File: src/rtl/count_window_ctrl_pkg.sv
// Shared state encoding and default sizing for the gated-count window controller.
package count_ctrl_pkg;

  localparam int CNT_W_DEF      = 8;
  localparam int WIN_W_DEF      = 16;
  localparam int SETTLE_CYC_DEF = 2;

  typedef enum logic [2:0] {
    ST_IDLE    = 3'd0,
    ST_CLEAR   = 3'd1,
    ST_GATE    = 3'd2,
    ST_SETTLE  = 3'd3,
    ST_CAPTURE = 3'd4
  } state_t;

endpackage

File: src/rtl/count_window_ctrl_win_timer.sv
// Loadable down-counter shared by the gate window and the settle interval.
// Load wins over decrement; the count never wraps below zero.
module win_timer #(
  parameter int W = 16
) (
  input  logic         clk,
  input  logic         reset,
  input  logic         load,
  input  logic [W-1:0] load_val,
  input  logic         dec,
  output logic         is_zero,
  output logic         is_one
);

  logic [W-1:0] cnt;

  // Load a new interval or count down towards zero.
  always_ff @(posedge clk) begin
    if (reset) begin
      cnt <= '0;
    end else if (load) begin
      cnt <= load_val;
    end else if (dec && (cnt != '0)) begin
      cnt <= cnt - W'(1);
    end
  end

  assign is_zero = (cnt == '0);
  assign is_one  = (cnt == W'(1));

endmodule

File: src/rtl/count_window_ctrl.sv
// Measurement sequencer for the external toggle-flop event counter.
// Optional feature macro: CNT_OVF_EN (adds res_ovf and saturates res_data on wrap).
//
// state      | meaning
// -----------+-----------------------------------------------------------
// ST_IDLE    | waiting for start with no result pending
// ST_CLEAR   | one cycle of cnt_clr; window length already in the timer
// ST_GATE    | cnt_en high, one cycle per programmed window count
// ST_SETTLE  | gate closed, letting the ripple counter settle
// ST_CAPTURE | sample cnt_val into res_data and raise res_valid
module count_window_ctrl
  import count_ctrl_pkg::*;
#(
  parameter int CNT_W      = CNT_W_DEF,
  parameter int WIN_W      = WIN_W_DEF,
  parameter int SETTLE_CYC = SETTLE_CYC_DEF
) (
  input  logic             clk,
  input  logic             reset,
  input  logic             start,
  input  logic [WIN_W-1:0] win_len,
  output logic             busy,
  output logic             cnt_en,
  output logic             cnt_clr,
  input  logic [CNT_W-1:0] cnt_val,
  output logic [CNT_W-1:0] res_data,
  output logic             res_valid,
  input  logic             res_ready
`ifdef CNT_OVF_EN
  ,
  output logic             res_ovf
`endif
);

  localparam logic [WIN_W-1:0] SETTLE_LOAD = WIN_W'(SETTLE_CYC);

  state_t           state;
  logic             accept;
  logic             tmr_load;
  logic [WIN_W-1:0] tmr_load_val;
  logic             tmr_dec;
  logic             tmr_zero;
  logic             tmr_one;

`ifdef CNT_OVF_EN
  logic msb_q;
  logic ovf_seen;
`endif

  // A pending result blocks new requests, including the cycle it is handed off.
  assign accept = (state == ST_IDLE) && start && !res_valid;

  // Timer control: window length on accept, settle length when the gate ends.
  always_comb begin
    tmr_load     = 1'b0;
    tmr_load_val = '0;
    tmr_dec      = 1'b0;
    case (state)
      ST_IDLE: begin
        if (accept) begin
          tmr_load     = 1'b1;
          tmr_load_val = win_len;
        end
      end
      ST_CLEAR: begin
        if (tmr_zero) begin
          tmr_load     = 1'b1;
          tmr_load_val = SETTLE_LOAD;
        end
      end
      ST_GATE: begin
        if (tmr_one) begin
          tmr_load     = 1'b1;
          tmr_load_val = SETTLE_LOAD;
        end else begin
          tmr_dec = 1'b1;
        end
      end
      ST_SETTLE: tmr_dec = 1'b1;
      default: ;
    endcase
  end

  win_timer #(
    .W(WIN_W)
  ) u_win_timer (
    .clk      (clk),
    .reset    (reset),
    .load     (tmr_load),
    .load_val (tmr_load_val),
    .dec      (tmr_dec),
    .is_zero  (tmr_zero),
    .is_one   (tmr_one)
  );

  // Sequencer with registered counter controls, capture and result handshake.
  always_ff @(posedge clk) begin
    if (reset) begin
      state     <= ST_IDLE;
      cnt_en    <= 1'b0;
      cnt_clr   <= 1'b1;
      busy      <= 1'b0;
      res_valid <= 1'b0;
      res_data  <= '0;
    end else begin
      if (res_valid && res_ready) begin
        res_valid <= 1'b0;
      end
      case (state)
        ST_IDLE: begin
          cnt_en  <= 1'b0;
          cnt_clr <= 1'b0;
          if (accept) begin
            state   <= ST_CLEAR;
            cnt_clr <= 1'b1;
            busy    <= 1'b1;
          end
        end
        ST_CLEAR: begin
          cnt_clr <= 1'b0;
          if (tmr_zero) begin
            state <= ST_SETTLE;
          end else begin
            state  <= ST_GATE;
            cnt_en <= 1'b1;
          end
        end
        ST_GATE: begin
          if (tmr_one) begin
            state  <= ST_SETTLE;
            cnt_en <= 1'b0;
          end
        end
        ST_SETTLE: begin
          if (tmr_one) begin
            state <= ST_CAPTURE;
          end
        end
        ST_CAPTURE: begin
`ifdef CNT_OVF_EN
          res_data <= ovf_seen ? {CNT_W{1'b1}} : cnt_val;
`else
          res_data <= cnt_val;
`endif
          res_valid <= 1'b1;
          busy      <= 1'b0;
          state     <= ST_IDLE;
        end
        default: begin
          state   <= ST_IDLE;
          cnt_en  <= 1'b0;
          cnt_clr <= 1'b0;
          busy    <= 1'b0;
        end
      endcase
    end
  end

`ifdef CNT_OVF_EN
  // Watch the counter MSB fall while counting or settling; that fall means a wrap.
  always_ff @(posedge clk) begin
    if (reset) begin
      msb_q    <= 1'b0;
      ovf_seen <= 1'b0;
      res_ovf  <= 1'b0;
    end else begin
      case (state)
        ST_CLEAR: begin
          msb_q    <= 1'b0;
          ovf_seen <= 1'b0;
        end
        ST_GATE, ST_SETTLE: begin
          msb_q <= cnt_val[CNT_W-1];
          if (msb_q && !cnt_val[CNT_W-1]) begin
            ovf_seen <= 1'b1;
          end
        end
        ST_CAPTURE: res_ovf <= ovf_seen;
        default: ;
      endcase
    end
  end
`endif

endmodule

File: config.mk
export PLATFORM = sky130hd
export DESIGN_NAME = count_window_ctrl
export DESIGN_NICKNAME = d
export VERILOG_FILES = /design/src/rtl/count_window_ctrl_pkg.sv /design/src/rtl/count_window_ctrl_win_timer.sv /design/src/rtl/count_window_ctrl.sv
export SDC_FILE = /design/constraint.sdc
export NUM_CORES = 1
export LEC_CHECK = 0
export BUFFER_PORTS_ARGS = -buffer_cell sky130_fd_sc_hd__buf_2
export CAP_MARGIN = 10
export CORE_MARGIN = 2
export CORE_UTILIZATION = 35
export DETAILED_ROUTE_END_ITERATION = 8
export GPL_ROUTABILITY_DRIVEN = 0
export PLACE_DENSITY_LB_ADDON = 0.15
export SYNTH_ARGS = -nofsm -noshare
export SYNTH_HDL_FRONTEND = slang
export SYNTH_SLANG_ARGS = --single-unit
File: constraint.sdc
create_clock -name clk -period 2.3 [get_ports clk]
set_clock_uncertainty 0.05 [all_clocks]
set_input_delay 0.46 -clock clk [delete_from_list [all_inputs] [get_ports clk]]
set_output_delay 0.46 -clock clk [all_outputs]
set_load 0.01 [all_outputs]
-- After elaboration in Yosys (flattened, before gate mapping)
Index checks and enable logic that the tools add are counted.
- register bits after elaboration: 31
- logic and storage cells: 60
- bits of input ports: 28
- eq/ne operators: 9
- multiplexer cells: 25
- bitwise operators: 2
- add/subtract/negate cells: 1
- reductions and logical operators: 16
- operator list (kind ; count):
    two-way mux 16 bit ; 3
    one-hot mux 16 bit (3 select lines) ; 1
    equality test 16 x 1 -> 1 bit, second input constant ; 1
    zero test 16 bit ; 1
    nonzero test 16 bit ; 1
    subtractor 16 x 1 -> 16 bit, second input constant ; 1
    one-hot mux 3 bit (4 select lines) ; 1
    two-way mux 1 bit ; 10
    two-way mux 3 bit ; 3
    inequality test 2 bit, second input constant ; 4
    equality test 3 x 2 -> 1 bit, second input constant ; 2
    one-hot mux 1 bit (2 select lines) ; 3
    one-hot mux 1 bit (3 select lines) ; 2
    AND reduction 3 bit ; 2
    OR reduction 3 bit ; 2
    logical AND 1 bit ; 4
    two-way mux 2 bit ; 2
    nonzero test 2 bit ; 2
    equality test 3 x 1 -> 1 bit, second input constant ; 1
    equality test 3 bit, second input constant ; 1
    zero test 3 bit ; 1
    inverter 1 bit ; 2
    AND reduction 2 bit ; 1
    OR reduction 2 bit ; 1
    zero test 1 bit ; 1

-- Logic depth before layout (Yosys ltp)
Gate-level depths: netlist of the first run.
- depth after elaboration: 6
- gate-level depth with buffers: 9
- depth with buffers taken out: 7

-- By module
From an unflattened synthesis of the first run, not the netlist that was laid out.
- cells, all modules: 208
- area total of the unflattened synthesis: 1788.0 um^2
- modules (own cells, without submodules) (module ; area each (um^2) ; cells each ; seq. area each (um^2) ; times used):
    win_timer ; 974.7 ; 122 ; 320.3 ; 1
    count_window_ctrl ; 813.3 ; 86 ; 300.3 ; 1

-- Least setup slack after synthesis of the first run
Ideal clock, no wire load.
- path kind: register to register
- from: register u_win_timer.cnt[0]
- to: register u_win_timer.cnt[10]
- path slack: 430 ps
- arrival: 1729 ps
- clock period less this slack: 1870 ps
- data required time: 2159 ps
- stages on the path, launching flop included: 9
- path buffers: 1
- library setup time: 91 ps
- cells stage by stage: dfxtp_1 clkbuf_1 inv_1 ha_1 nor3b_1 nand3_1 nor3_1 o311ai_0 a311oi_1
- word-level cells in the longest chain between the ends: 5
- elaborated cells on any way between the ends: 13
- those cells by class: 1 x add/sub; 1 x eq/ne; 7 x mux; 4 x reduce/logical
- RTL lines (what ; RTL line ; source):
    start: declaration ; count_window_ctrl_win_timer.sv:15 ; logic [W-1:0] cnt;
    start signal: assignment ; count_window_ctrl_win_timer.sv:22 ; cnt <= load_val;
    start signal: assignment ; count_window_ctrl_win_timer.sv:24 ; cnt <= cnt - W'(1);
    parallel branches: the longest is 5 deep, another holds subtractor 16 x 1 -> 16 bit ; n/a ;
Several ways; the timed one is not identified. The select of a mux whose other input is x is not followed.
A chain may end at the register's enable or synchronous reset.

-- Worst setup path after layout of the first run
- from: register u_win_timer.cnt[1]
- to: register u_win_timer.cnt[10]
Same word-level chain as after synthesis.

==> summary.txt, run 1 <==
Drt
  • Drt wl/cell: 13.8 microns
  • DR iter-0 viols: 80
  • TritonRoute pass-1 iters: 4
  • Routed Wire Length: 4.54 mm
  • Vias after detailed routing: between 1,500 and 2,000
  • Residual DRC count: 0
  • Post-DRT Antenna Nets: 0
  • Vias/cell: 5.17

Setup path
  • CP Capture Type: register
  • Startpoint Class: register
  • Crit path DAT: 2.20 ns
  • WS Path Type: reg -> reg
  • CP required: 2.44 ns
  • Critical path peak fanout: 6

STA
  • RSZ-0062 raised after global routing: false
  • Final min period: 2.06 ns
  • Final Setup Violations: 0
  • Final hold vios: 0
  • Setup TNS: 0 ns
  • Worst slew pin tran: 0.488 ns
  • Final period utilization: 89.5%
  • Fmax: about 490 MHz
  • Final slew viol count: 0
  • Worst rel slew slack: 67.2%

Min path
  • Hold Crit Class: in -> reg

Global route
  • Vias in the first global route: between 1,500 and 2,000
  • Initial antenna violation count: 0
  • Largest net degree at the start of global routing: 16
  • Gr usage total: 18.1%
  • Global route overflow: 0
  • First-pass GRT wire length: roughly 7.6 mm

Logic synthesis
  • Seq cells post-synth: 31
  • Cell variety after synth: 54
  • Mapped Area: 1720 sq um
  • Synth warn: 0
  • Ys flop type: dfxtp_1
  • Sequential area share after synthesis: between 30% and 40%
  • Syn Inst Count: 210
  • Average instance area after synthesis: 8.20 sq um
  • Synth async-reset ratio: 0%
  • Syn nets: ~240
  • EDFF count, synth: 0

Floorplan
  • Die width: roughly 74 microns
  • Rows: 25
  • Starting Density: 36.5%
  • Die area: around 5500 sq um
  • I/O pin count: 40
  • Area of the core: approximately 4700 sq um
  • DIE HEIGHT: 74.1 microns

CTS
  • TritonCTS clock tree: yes
  • Clock root cell: clkbuf_8
  • Post-CTS setup buffer count: 0
  • CTS Hold Bufs: 0
  • CTS sink count: 31
  • Clk_lat worst skew: 0.28 ns
  • Htree depth: 2
  • Cts bufs inserted: 5
  • PostCTS Resize Cnt: 0
  • Worst-path clk slew: 0.07 ns
  • CTS Buffer Depth: 2

Cells and area
  • Area grow syn2layout: 23.8%
  • Layout cell share with drive strength beyond 1: 30.3%
  • # nets final: 291
  • Most common cell after layout, fill and taps aside: buf_2
  • Fin area: 2130 sq um
  • Most frequent cells in the layout: 39 x buf_2, 31 x dfxtp_1, 30 x nand2_1
  • # diodes: 0

Power
  • Leak pwr: 0.842 nW
  • Pwr Total: 1.72 mW
  • Peak VDD IR: ~300 uV
  • Pwr per Cell Area: 809 nW/um^2

Placement
  • Detailed Place HPWL: around 3.5 mm
  • I/O Buffers: 39
  • Placed cell areas: 2050 sq um

Flow run
  • Max_cap viols: 0

Status
  • Status: finished, final reports clean
==> state kept, by name, indices dropped and copies added, names as in the netlist <==
name             flops
res_valid            1
cnt_clr              1
cnt_en               1
state                3
res_data             8
u_win_timer.cnt     16
busy                 1
==> per-layer routing <==
layer / track usage (%) / up-vias / share of wire (%)
li1: - / 876 / -
met1: 26.5 / 770 / 49
met5: 0 / - / 0
met3: 4.34 / 4 / 6.7
met4: 4.85 / 0 / 0.90
met2: 26.5 / 46 / 44
==> final timing paths <==
kind / depth (start not counted) / slack, ns / start / end
max: 7 / 0.24 / u_win_timer.cnt[1] / u_win_timer.cnt[10]
min: 3 / 0.32 / win_len[3] / u_win_timer.cnt[3]
max reg2reg: 7 / 0.24 / u_win_timer.cnt[1] / u_win_timer.cnt[10]
min reg2reg: 2 / 0.40 / res_data[1] / res_data[1]
==> report_power, final <==
part | switching (mW) | internal [mW] | leakage (nW)
registers | 0.0822 | 0.594 | 0.254
logic | 0.341 | 0.286 | 0.540
clock network | 0.212 | 0.207 | 0.0477
==> critical path, cell delays in order (launching register included) <==
cell      delay, ns
dfxtp_1        0.38
inv_1          0.14
ha_1           0.20
nor3b_1        0.42
nand3_1        0.15
nor3_1         0.23
o311ai_0       0.15
a311oi_1       0.25
==> cells in the mapped netlist, drive strengths merged, types with 3 or more instances <==
| master | count | share of area, % |
|---|---|---|
| nand2b | 3 | 1.1 |
| clkbuf | 9 | 2.5 |
| nor3 | 21 | 7.0 |
| a21oi | 18 | 5.2 |
| nand2 | 30 | 6.5 |
| inv | 6 | 1.3 |
| a21o | 4 | 1.8 |
| nor4 | 9 | 4.9 |
| ha | 3 | 2.2 |
| nand3 | 7 | 2.0 |
| xor2 | 3 | 1.5 |
| nand4 | 4 | 1.8 |
| nor2 | 8 | 1.7 |
| a22oi | 4 | 2.0 |
| a211oi | 4 | 2.0 |
| o21ai | 12 | 3.7 |
| dfxtp | 31 | 36 |
==> per-stage QoR <==
stage / worst slack (ns) / cells / hold slack, ns / util (%)
after CTS: 0.258 / 328 / 0.317 / 45.1
after global routing: 0.0281 / 328 / 0.331 / 45.1
after detailed placement: 0.269 / 320 / 0.395 / 43.3
final: 0.240 / 328 / 0.324 / 45.1
after floorplan: 0.430 / 210 / 0.417 / -
after global placement: 0.296 / 320 / 0.392 / 43.3
==> cell type report <==
| cell class | count | area (sq um) |
|---|---|---|
| clock buffers | 5 | 68.8 |
| clock inverters | 3 | 15.0 |
| fillers | 487 | 2590 |
| inverters | 6 | 22.5 |
| multi-input cells | 162 | 1010 |
| flip-flops and latches | 31 | 621 |
| well taps | 67 | 83.8 |
| repair buffers | 54 | 308 |
==> cell families (layout without fill, tap and decap cells) <==
family                   after synthesis  count (layout)  share of synthesized area (%)
AO/OA/AOI/OAI                         59              59                           23.2
flip-flops                            31              31                           36.0
AND/OR/NAND/NOR                       93              93                           29.7
buffers and inverters                 17              68                           5.16
multiplexers                           2               2                           1.16
adder cells (fa/ha/maj)                3               3                           2.18
XOR/XNOR                               5               5                           2.54
(Power assumes the default switching activity.)
==> run 2: changes to the inputs <==
--- a/config.mk
+++ b/config.mk
@@ -8,7 +8,7 @@
 export BUFFER_PORTS_ARGS = -buffer_cell sky130_fd_sc_hd__buf_2
 export CAP_MARGIN = 10
 export CORE_MARGIN = 2
-export CORE_UTILIZATION = 35
+export CORE_UTILIZATION = 53
 export DETAILED_ROUTE_END_ITERATION = 8
 export GPL_ROUTABILITY_DRIVEN = 0
 export PLACE_DENSITY_LB_ADDON = 0.15
==> run 2 against run 1 <==
- global-route usage grew 6.6 points
- sequential share of layout area grew 1.3 points
- critical path depth is the same
- sequential cell count is the same
- sequential power is essentially flat
- maximum frequency shrank 3.0%
- first-iteration DRC count grew 95%
- setup slack lost 0.063 ns
==> summary.txt, run 2 (synthesis gave the netlist of run 1 again) <==
Status
  • Status: finished, final reports clean

Drt
  • DR iter-0 viols: 156 (+95%)
  • Met3 wire len: 277 microns (-9.5%)
  • Residual DRC count: 0 (unchanged)
  • Drt wl/cell: 14.2 microns (+2.4%)
  • Routed Wire Length: 4.24 mm (-6.7%)
  • Length of routed met2 wiring: 1.97 mm (-0.96%)
  • Vias/cell: 5.81 (+12%)
  • TritonRoute pass-1 iters: 4 (unchanged)
  • Met1 WL: 1.95 mm (-12%)
  • Vias after detailed routing: 1,738 (+2.5%)
  • Post-DRT Antenna Nets: 0 (unchanged)
  • Top Metal Used: met4

Setup path
  • CP required: 2.48 ns (+0.04 ns)
  • CP max stage cell: dfxtp_1
  • CP Cell Sequence: inv_1 > ha_1 > nand3b_1 > a21oi_1 > a21oi_1 > a22oi_1 > nor4_2
  • Cell mode on critical path: a21oi_1
  • Max incr delay on CP: 0.53 ns (+0.11 ns)
  • Crit path DAT: 2.30 ns (+0.10 ns)
  • Critical path peak fanout: 8 (+2)
  • Startpoint Class: register
  • WS Path Type: reg -> reg
  • CP Capture Type: register

Floorplan
  • Rows: 20 (-20%)
  • Die width: 61.0 microns (-18%)
  • Starting Density: 55.9% (+19 points)
  • Area of the core: 3080 sq um (-35%)
  • Die area: 3720 sq um (-32%)
  • DIE HEIGHT: 61.0 microns (-18%)
  • I/O pin count: 40 (unchanged)

Cells and area
  • Area grow syn2layout: 18.3%
  • Util after Layout: 66.2% (+21 points)
  • Largest Register: u_win_timer.cnt
  • Area taken by multi-input logic gates: 1010 sq um (unchanged)
  • Biggest registers after layout: u_win_timer.cnt: 16 flops, res_data: 8 flops, state: 3 flops
  • # diodes: 0 (unchanged)
  • Most frequent cells in the layout: 39 x buf_2, 31 x dfxtp_1, 30 x nand2_1
  • Max FFs per register: 16 (unchanged)
  • Register area: 621 sq um (unchanged)
  • Layout fillers: 289 (-41%)
  • Layout cell share with drive strength beyond 1: 28.6% (-1.6 points)
  • # nets final: 286 (-1.7%)
  • Most common cell after layout, fill and taps aside: buf_2

Global route
  • Gr usage total: 24.7% (+6.6 points)
  • Largest net degree at the start of global routing: 23 (+7)
  • First-pass GRT wire length: 6.70 mm (-12%)
  • Global route overflow: 0 (unchanged)
  • Initial antenna violation count: 0 (unchanged)
  • Vias in the first global route: 1,437 (-10%)

STA
  • Final period utilization: 92.3% (+2.7 points)
  • Worst rel slew slack: 65.0% (-2.2 points)
  • Setup WS post-layout: 0.177 ns (-0.0631 ns)
  • Final hold vios: 0 (unchanged)
  • RSZ-0062 raised after global routing: false
  • Fmax: 471 MHz (-3.0%)
  • Final min period: 2.12 ns (+0.0631 ns)
  • Worst slew pin tran: 0.525 ns (+0.0373 ns)
  • Min Hold Slack: 0.271 ns (-0.0528 ns)
  • Setup TNS: 0 ns (unchanged)
  • Final slew viol count: 0 (unchanged)
  • Final Setup Violations: 0 (unchanged)

CTS
  • CTS Hold Bufs: 0 (unchanged)
  • CTS sink count: 31 (unchanged)
  • Worst-path clk slew: 0.10 ns (+0.03 ns)
  • Htree depth: 2 (unchanged)
  • Clk_lat worst skew: 0.33 ns (+0.05 ns)
  • Post-CTS setup buffer count: 0 (unchanged)
  • Cts bufs inserted: 5 (unchanged)
  • CTS Buffer Depth: 2 (unchanged)
  • TritonCTS clock tree: yes
  • PostCTS Resize Cnt: 0 (unchanged)
  • Clock root cell: clkbuf_4

Power
  • Leak pwr: 0.803 nW (-4.5%)
  • Peak VDD IR: 617 uV (+110%)
  • Pwr per Cell Area: 790 nW/um^2 (-2.3%)

Placement
  • Detailed Place HPWL: 3.08 mm (-11%)
  • Worst slack, placed: 0.265 ns (-0.00426 ns)
  • I/O Buffers: 39 (unchanged)

Flow run
  • Max_cap viols: 0 (unchanged)

Min path
  • Hold Crit Class: in -> reg
run 2: changes by cell type in the layout (fill, tap and decap cells not counted):
cell,change
buf_4,-5
clkbuf_4,+5
clkbuf_8,-4
clkinv_2,-2
run 2: power by group:
| part | switching (mW) | internal [mW] |
|---|---|---|
| Combinational | 0.336 | 0.270 |
| Sequential | 0.0846 | 0.594 |
| Clock | 0.182 | 0.141 |
run 2: routing by layer:
layer | up-vias | global-route usage, %
li1 | 865 | -
met1 | 805 | 33.2
met2 | 62 | 38.7
met3 | 6 | 5.97
met4 | 0 | 8.70
met5 | - | 0
run 2: path summary, 6_finish.rpt:
path	cells after the start	startpoint	endpoint	slack [ns]
setup / recovery	7	u_win_timer.cnt[0]	u_win_timer.cnt[11]	0.18
hold / removal	3	win_len[8]	u_win_timer.cnt[8]	0.27
setup reg to reg	7	u_win_timer.cnt[0]	u_win_timer.cnt[11]	0.18
hold reg to reg	2	res_data[3]	res_data[3]	0.40
run 2: per-stage QoR:
stage	std cells	power, mW	instance area, sq um
4_1_cts	299	1.61	2040
3_3_place_gp	292	1.28	1980
2_1_floorplan	210	1.11	1720
6_report	299	1.61	2040
5_1_grt	299	1.71	2040
3_5_place_dp	292	1.28	1980
run 2: area by class of cell:
class                      instances  area share [%]
clock buffer                       6            2.52
clock inverter                     1           0.246
inverter                           6            1.11
multi-input combinational        162            49.7
sequential                        31            30.5
tap                               44            2.70
timing repair buffer              49            13.3
run 2: critical path, delay by kind of cell, from the launching register on:
family / cells / cell delay, ns
flops: 1 / 0.53
buf+inv: 1 / 0.11
compound gates: 3 / 0.65
fa+ha+maj: 1 / 0.26
simple gates: 2 / 0.43
